<file path="src/rtl/p2s_tx_if.sv">
// Handshake and serial-output bundle for the parallel-to-serial transmitter.
// The master side is the upstream word source and the serial-stream observer.
// The slave side is the transmitter itself.
interface p2s_tx_if;
    logic       in_valid;
    logic [3:0] in_data;
    logic       in_ready;
    logic       ser_en;
    logic       ser_data;
    logic       word_done;
    logic       busy;

    modport master (
        output in_valid,
        output in_data,
        input  in_ready,
        input  ser_en,
        input  ser_data,
        input  word_done,
        input  busy
    );

    modport slave (
        input  in_valid,
        input  in_data,
        output in_ready,
        output ser_en,
        output ser_data,
        output word_done,
        output busy
    );
endinterface

</file>
<file path="src/rtl/p2s_tx.sv">
// Parallel-to-serial transmitter.
// Accepts 4-bit words into a 2-entry FIFO. Each word is sent MSB-first as a
// 4-cycle burst. Every burst is aligned to a free-running 2-bit phase counter,
// so a receiver reset alongside this block frames each word correctly.
module p2s_tx (
    input  logic     clk,
    input  logic     rst,
    p2s_tx_if.slave  bus
);

    typedef enum logic {
        ST_IDLE  = 1'b0,
        ST_BURST = 1'b1
    } state_t;

    state_t     r_state;
    state_t     w_state_nxt;

    logic [1:0] r_phase;
    logic [3:0] r_mem [0:1];
    logic       r_rd_ptr;
    logic       r_wr_ptr;
    logic [1:0] r_count;
    logic [3:0] r_sh;

    logic       w_ready;
    logic       w_push;
    logic       w_launch;
    logic       w_pop;

    // No bypass: a pop can only see words that were already counted before this edge.
    assign w_ready  = (r_count != 2'd2);
    assign w_push   = bus.in_valid & w_ready;
    assign w_launch = (r_phase == 2'd3);
    assign w_pop    = w_launch & (r_count != 2'd0);

    // Free-running frame phase, shared in timing with the receiver.
    always_ff @(posedge clk or negedge rst) begin
        if (!rst) begin
            r_phase <= 2'd0;
        end else begin
            r_phase <= r_phase + 2'd1;
        end
    end

    // Two-entry FIFO storage, pointers, and occupancy count.
    always_ff @(posedge clk or negedge rst) begin
        if (!rst) begin
            for (int unsigned i = 0; i < 2; i++) begin
                r_mem[i] <= '0;
            end
            r_rd_ptr <= 1'b0;
            r_wr_ptr <= 1'b0;
            r_count  <= 2'd0;
        end else begin
            if (w_push) begin
                r_mem[r_wr_ptr] <= bus.in_data;
                r_wr_ptr        <= ~r_wr_ptr;
            end
            if (w_pop) begin
                r_rd_ptr <= ~r_rd_ptr;
            end
            unique case ({w_push, w_pop})
                2'b10:   r_count <= r_count + 2'd1;
                2'b01:   r_count <= r_count - 2'd1;
                default: r_count <= r_count;
            endcase
        end
    end

    // Burst state register.
    always_ff @(posedge clk or negedge rst) begin
        if (!rst) begin
            r_state <= ST_IDLE;
        end else begin
            r_state <= w_state_nxt;
        end
    end

    // Burst state only changes at the frame boundary: start if a word is available.
    always_comb begin
        w_state_nxt = r_state;
        if (w_launch) begin
            w_state_nxt = w_pop ? ST_BURST : ST_IDLE;
        end
    end

    // Shift register: load the head word at the frame boundary, otherwise shift out MSB-first.
    always_ff @(posedge clk or negedge rst) begin
        if (!rst) begin
            r_sh <= '0;
        end else if (w_launch) begin
            r_sh <= w_pop ? r_mem[r_rd_ptr] : 4'd0;
        end else if (r_state == ST_BURST) begin
            r_sh <= {r_sh[2:0], 1'b0};
        end
    end

    assign bus.in_ready  = w_ready;
    assign bus.ser_en    = (r_state == ST_BURST);
    assign bus.ser_data  = r_sh[3];
    assign bus.word_done = (r_state == ST_BURST) && (r_phase == 2'd3);
    assign bus.busy      = (r_state == ST_BURST) || (r_count != 2'd0);

endmodule

</file>
<file path="src/flat_wrapper.sv">
// flat-port wrapper written by rule: the top's interface ports become plain ports
module p2s_tx_flat 
  (clk, rst, bus_in_valid, bus_in_data, bus_in_ready, bus_ser_en, bus_ser_data, bus_word_done, bus_busy);
  p2s_tx_if bus_i ();
  input  logic clk;
  input  logic rst;
  input wire logic [$bits(bus_i.in_valid)-1:0] bus_in_valid;
  input wire logic [$bits(bus_i.in_data)-1:0] bus_in_data;
  output wire logic [$bits(bus_i.in_ready)-1:0] bus_in_ready;
  output wire logic [$bits(bus_i.ser_en)-1:0] bus_ser_en;
  output wire logic [$bits(bus_i.ser_data)-1:0] bus_ser_data;
  output wire logic [$bits(bus_i.word_done)-1:0] bus_word_done;
  output wire logic [$bits(bus_i.busy)-1:0] bus_busy;
  assign bus_i.in_valid = bus_in_valid;
  assign bus_i.in_data = bus_in_data;
  assign bus_in_ready = bus_i.in_ready;
  assign bus_ser_en = bus_i.ser_en;
  assign bus_ser_data = bus_i.ser_data;
  assign bus_word_done = bus_i.word_done;
  assign bus_busy = bus_i.busy;
  p2s_tx u_core (.clk(clk), .rst(rst), .bus(bus_i));
endmodule
</file>
<file path="config.mk">
export PLATFORM = sky130hd
export DESIGN_NAME = p2s_tx_flat
export DESIGN_NICKNAME = d
export VERILOG_FILES = /design/src/rtl/p2s_tx_if.sv /design/src/rtl/p2s_tx.sv /design/src/flat_wrapper.sv
export SDC_FILE = /design/constraint.sdc
export NUM_CORES = 1
export LEC_CHECK = 0
export ABC_CLOCK_PERIOD_IN_PS = 3900
export BUFFER_PORTS_ARGS = -buffer_cell sky130_fd_sc_hd__buf_2
export CORE_MARGIN = 2
export CORE_UTILIZATION = 55
export CTS_CLUSTER_DIAMETER = 120
export DETAILED_ROUTE_END_ITERATION = 7
export PLACE_DENSITY = 0.84
export SLEW_MARGIN = 20
export SYNTH_ARGS = -nofsm -noshare
export SYNTH_HDL_FRONTEND = slang
export SYNTH_SLANG_ARGS = --single-unit
</file>
<file path="constraint.sdc">
create_clock -name clk -period 3.9 [get_ports clk]
set_input_delay 0.195 -clock clk [delete_from_list [all_inputs] [get_ports clk]]
set_output_delay 0.195 -clock clk [all_outputs]
set_load 0.02 [all_outputs]
</file>
==> results.json, run 1 <==
{
  "outcome": "completed",
  "core-area_um2": 1490,
  "worstPathRequired_ns": 4.08,
  "antenna_found_initial": 0,
  "slew_violations": 0,
  "synth_fa_ha_area_share_pct": 4.35,
  "cts_tree": "yes",
  "synth-edff-count": 0,
  "hold_viol": 0,
  "grt_pass1_vias": 531,
  "min_to": "u_core.r_mem[0]",
  "crit_path_end_kind": "flip-flop",
  "min_path_cells": 2,
  "drt-total-wl_um": 1360,
  "r2r-end": "u_core.r_count[1]",
  "dieArea_um2": 1900,
  "critical_path.cell_chain": "o21ai_0 > inv_1 > ha_1 > xnor2_1 > nor2_1 > xor2_1",
  "yosys.area_share.xor_xnor_pct": 5.08,
  "finalClockSkew_ns": 0.00324,
  "dp.cells": 92,
  "synth_area_um2": 862,
  "finalPower_w": 0.000711,
  "finalSetupTns_ns": 0,
  "crit_type": "reg -> reg",
  "finalSetupViolCount": 0,
  "async_reset_ff_share_pct": 100,
  "cts_root_buffer": "clkbuf_4",
  "synth_nets": 77,
  "initial_core_util_pct": 57.9,
  "ys_ff_latch": 19,
  "min_period_ns": 1.64,
  "cpPeakStageDelay_ns": 0.47,
  "grt_max_degree": 20,
  "cts_sinks": 19,
  "clkLatencyLatePin_ns": 0.29,
  "synth_compound_area_share_pct": 6.10,
  "finalCritPeriodShare_pct": 42.1,
  "cts_resized": 0,
  "slew_headroom_pct": 72.8,
  "rsz0062_at_grt": "false",
  "synth_top_family_by_area": "multiplexers",
  "antenna_cells": 0,
  "drive_above_1_share_pct": 38.3,
  "viasPerCell": 5.37,
  "synthSimpleGateAreaFrac_pct": 10.2,
  "critical_path.startpoint_type": "flip-flop",
  "worstMarginPinSlew_ns": 0.408,
  "hold_path.class": "in -> reg",
  "r2r_cells": 6,
  "synth_mux_area_share_pct": 16.8,
  "ys.warnings.count": 0,
  "place.port_buffers": 11,
  "die_h_um": 43.6,
  "grt_usage_pct": 16.4,
  "fillers": 131,
  "cp_max_fo": 5,
  "clk_pin_slew_ns": 0.10,
  "rows": 14,
  "route.detailed.drc": 0,
  "htreeDepth": 1,
  "drt_iter0_drc": 4,
  "arrival_ns": 1.82,
  "place.gp.congestion": 0.723,
  "powerDensity_nw_per_um2": 737,
  "avgSynthCellArea_um2": 12.9,
  "ioPinCount": 12,
  "syn_inst": 67,
  "power.leakage_nw": 0.452,
  "hpwl_um": 1040,
  "synthToLayoutAreaGrowth_pct": 11.9,
  "slowest_stage": "dfrtp_1",
  "numCtsBuffers": 3,
  "grt_overflow": 0,
  "vias": 521,
  "cap_violations": 0,
  "ys_seq_area_share_pct": 55.2,
  "nNetsFinal": 92,
  "chipWidth_um": 43.6,
  "r2r_start": "u_core.r_count[1]",
  "max_freq_ghz": 0.609,
  "wl_per_cell_um": 14.0,
  "fin_util_pct": 64.8,
  "grt_pass1_wl_um": 2290,
  "synth_cell_type_count": 23,
  "hp-start": "bus_in_data[0]",
  "cts.path.max_buffers": 2,
  "fin_cells": 97,
  "antenna_left": 0,
  "peakVddDrop_uv": 358,
  "r2r_slack_ns": 2.26,
  "cts_setup_buffers": 0,
  "synthFlopType": "dfrtp_1",
  "first_pass_iters": 4
}
-- worst max-delay path: cells and delay by family (launching register included) --
kind                       cells  cell delay, ns
AOI/OAI and AO/OA              1            0.36
and+or+nand+nor                1            0.07
buffers and inverters          1            0.12
adders and majority gates      1            0.23
xor gates and xnor gates       2            0.28
DFF                            1            0.47
-- cells by family after synthesis --
logic type,count (synthesis)
adder cells (fa/ha/maj),3
multiplexers,13
AND/OR/NAND/NOR,13
XOR/XNOR,5
AO/OA/AOI/OAI,9
buffers and inverters,5
flip-flops,19
-- metal layers --
layer,global-route usage (%),wire (um),vias to the layer above
met2,30.0,678,9
met1,19.5,618,256
met4,3.64,10,0
met5,0,0,-
li1,-,-,254
met3,3.75,54,2
-- per-stage QoR --
stage	hold WS (ns)	setup WS, ns	instance area, um2
floorplan	-0.101	2.43	862
CTS	0.137	2.26	965
detailed placement	0.152	2.27	928
global placement	0.150	2.36	928
finish	0.144	2.26	965
global route	0.139	2.14	965
-- cell usage in the layout (no fill, tap or decap) --
master	count
nand3_2	1
nand2b_4	1
buf_2	11
o21a_1	1
dlygate4sd3_1	1
xor2_1	1
nor2_1	4
nand2_1	1
and2_1	1
or3_2	1
clkbuf_4	3
a2bb2oi_1	1
dfrtp_1	19
xnor2_1	4
mux2_2	12
a21oi_1	5
or2_2	1
nor2b_1	2
inv_1	3
ha_1	3
mux2i_1	1
o21ai_0	1
and3b_4	1
o22ai_1	1
clkbuf_1	1
-- timing repair --
action,4_1_cts,5_1_grt
hold buffers,1,0
endpoints found under the setup margin,0,0
endpoints found under the hold margin,19,0
-- where the power goes --
part | internal [W] | switching, W
registers | 0.000284 | 0.0000696
logic | 0.000149 | 0.000112
clock network | 0.0000397 | 0.0000566
total | 0.000473 | 0.000238
-- layout make-up --
class	count	area (um2)	share of cell area, %
inverters	3	11.3	1.17
flip-flops and latches	19	475	49.3
multi-input cells	43	367	38.0
clock buffers	4	26.3	2.72
repair buffers	12	65.1	6.74
well taps	16	20.0	2.08
-- state kept, by name, summed over array words and instances (netlist names) --
| signal | cells |
|---|---|
| u_core.r_mem | 8 |
| u_core.r_rd_ptr | 1 |
| u_core.bus.ser_en | 1 |
| u_core.r_phase | 2 |
| u_core.r_count | 2 |
| u_core.r_sh | 4 |
| u_core.r_wr_ptr | 1 |
-- Yosys cell counts, drive strengths merged (2+ instances only) --
library cell | n | area share [%]
xnor2 | 4 | 4.1
dfrtp | 19 | 55
nor2b | 2 | 1.5
a21oi | 5 | 2.9
mux2 | 12 | 16
ha | 3 | 4.4
nor2 | 4 | 1.7
inv | 3 | 1.3
-- how the worst max path moves through the flow --
stage,from,end,slack [ns]
after floorplan,u_core.r_count[0],u_core.r_count[1],2.43
after global placement,u_core.r_count[0],u_core.r_count[1],2.36
after detailed placement,u_core.r_count[0],u_core.r_count[1],2.27
after CTS,u_core.r_count[1],u_core.r_count[1],2.26
after global routing,u_core.r_count[1],u_core.r_count[1],2.14
final,u_core.r_count[1],u_core.r_count[1],2.26
Power figures use the tool's default switching activity.
==> run 2, diff against run 1 <==
--- a/config.mk
+++ b/config.mk
@@ -5,13 +5,13 @@
 export SDC_FILE = /design/constraint.sdc
 export NUM_CORES = 1
 export LEC_CHECK = 0
-export ABC_CLOCK_PERIOD_IN_PS = 3900
+export ABC_CLOCK_PERIOD_IN_PS = 1300
 export BUFFER_PORTS_ARGS = -buffer_cell sky130_fd_sc_hd__buf_2
 export CORE_MARGIN = 2
-export CORE_UTILIZATION = 55
+export CORE_UTILIZATION = 48
 export CTS_CLUSTER_DIAMETER = 120
 export DETAILED_ROUTE_END_ITERATION = 7
-export PLACE_DENSITY = 0.84
+export PLACE_DENSITY = 0.78
 export SLEW_MARGIN = 20
 export SYNTH_ARGS = -nofsm -noshare
 export SYNTH_HDL_FRONTEND = slang
==> constraint.sdc (replaced) <==
create_clock -name clk -period 1.3 [get_ports clk]
set_input_delay 0.065 -clock clk [delete_from_list [all_inputs] [get_ports clk]]
set_output_delay 0.065 -clock clk [all_outputs]
set_load 0.02 [all_outputs]
==> results.json, run 2 (synthesized netlist as in run 1, its figures left out) <==
{
  "outcome": "finished, violations left",
  "violations": "setup timing",
  "dr_wl_met2_um": 832,
  "wl_met3_um": 49,
  "powerDensity_nw_per_um2": 2200,
  "crit_path_end_kind": "flip-flop",
  "worstMarginPinSlew_ns": 0.424,
  "initial_core_util_pct": 50.5,
  "wirelength_met1_um": 808,
  "fin_cells": 113,
  "synthToLayoutAreaGrowth_pct": 31.8,
  "hold_viol": 0,
  "slew_violations": 0,
  "first_pass_iters": 4,
  "finalSetupViolCount": 7,
  "min_period_ns": 1.42,
  "cts_sinks": 19,
  "place.port_buffers": 11,
  "wl_per_cell_um": 15.1,
  "numCtsBuffers": 3,
  "cts_root_buffer": "clkbuf_4",
  "regMostFlops": "u_core.r_mem",
  "rsz0062_at_grt": "true",
  "largestRegisters": "u_core.r_mem x8, u_core.r_sh x4",
  "highest_layer": "met4",
  "r2r_start": "u_core.r_phase[0]",
  "whs_ns": 0.0136,
  "place_area_um2": 988,
  "drive_above_1_share_pct": 53.4,
  "r2r-end": "u_core.r_count[1]",
  "chipWidth_um": 46.4,
  "arrival_ns": 1.63,
  "peakVddDrop_uv": 1270,
  "viasPerCell": 4.94,
  "cp_max_fo": 3,
  "grt_pass1_vias": 597,
  "fin_util_pct": 66.5,
  "grt_pass1_wl_um": 2720,
  "nNetsFinal": 99,
  "cts.path.max_buffers": 2,
  "largest_reg_flops": 8,
  "core-area_um2": 1710,
  "cap_violations": 0,
  "place.gp.congestion": 0.747,
  "antenna_cells": 0,
  "crit_type": "reg -> reg",
  "critical_path.startpoint_type": "flip-flop",
  "power.leakage_nw": 0.529,
  "crit_start": "u_core.r_phase[0]",
  "rows": 15,
  "grt_overflow": 0,
  "finalPower_w": 0.00250,
  "dieArea_um2": 2150,
  "slew_headroom_pct": 71.7,
  "die_h_um": 46.4,
  "clkLatencyLatePin_ns": 0.29,
  "grt_usage_pct": 18.4,
  "critPathCapture": "u_core.r_count[1]",
  "grt_max_degree": 20,
  "cts_tree": "yes",
  "hold_path.class": "in -> reg",
  "worstPathRequired_ns": 1.51,
  "r2r_cells": 7,
  "setup_ws_ns": -0.121,
  "finalCritPeriodShare_pct": 109,
  "route.detailed.drc": 0,
  "drt-total-wl_um": 1700,
  "htreeDepth": 1,
  "min_path_cells": 2,
  "antenna_found_initial": 0,
  "finalClockSkew_ns": 0.0142,
  "max_freq_ghz": 0.704,
  "vias": 558,
  "final_common_cell": "dfrtp_1",
  "final_cell_mix": "19 x dfrtp_1, 10 x buf_2, 8 x mux2_4",
  "dp.cells": 104,
  "drt_iter0_drc": 6,
  "antenna_left": 0,
  "clk_pin_slew_ns": 0.11,
  "ioPinCount": 12,
  "hpwl_um": 1100,
  "design_area_um2": 1140,
  "r2r_slack_ns": -0.12
}
[run 2: changes by cell type in the layout (fill, tap and decap cells not counted), moves of 2 or more]
cell / change
mux2_2: -8
mux2_4: +8
buf_4: +5
buf_6: +3
ha_1: -3
ha_2: +2
[run 2: power by group]
group | switching (W) | internal, W
clock network | 0.000173 | 0.000119
logic | 0.000469 | 0.000675
registers | 0.000213 | 0.000852
total | 0.000854 | 0.00165
[run 2: worst min-delay path by stage]
stage	to	slack [ns]	startpoint
2_1_floorplan	u_core.bus.ser_en	-0.23	rst
3_3_place_gp	u_core.r_mem[2]	0.02	rst
3_5_place_dp	u_core.r_mem[2]	0.02	rst
4_1_cts	u_core.r_mem[3]	0.01	bus_in_data[3]
5_1_grt	u_core.r_mem[3]	0.008	bus_in_data[3]
6_report	u_core.r_mem[3]	0.01	bus_in_data[3]
[run 2: metrics by stage]
step	setup WS, ns	setup TNS [ns]
6_report	-0.121	-0.555
5_1_grt	-0.169	-1.01
4_1_cts	-0.0879	-0.422
3_5_place_dp	-0.104	-0.104
3_3_place_gp	0.0166	0
2_1_floorplan	-0.0171	-0.0759
[run 2: what timing repair did]
action	CTS	global route
endpoints found under the setup margin	6	13
pin swaps	4	1
buffers inserted	4	0
hold buffers	1	0
gates cloned	0	0
endpoints found under the hold margin	19	0
gates resized for setup	13	6
[run 2: layer usage]
| layer | track usage (%) | up-vias |
|---|---|---|
| met3 | 3.53 | 2 |
| met5 | 0 | - |
| met2 | 29.4 | 8 |
| met1 | 24.7 | 274 |
| met4 | 6.86 | 0 |
| li1 | - | 274 |
[run 2: worst max-delay path, cell delays in order, from the launching register on]
cell	delay, ns
dfrtp_1	0.42
ha_2	0.21
o21ai_4	0.07
inv_2	0.07
ha_4	0.16
xnor2_2	0.12
nor2_2	0.11
xor2_1	0.17
[run 2: layout make-up]
type                            count  area, um2
Clock buffer                        4       26.3
Fill cell                         133        572
Inverter                            3       11.3
Multi-Input combinational cell     43        460
Sequential cell                    19        475
Tap cell                           25       31.3
Timing Repair Buffer               19        131
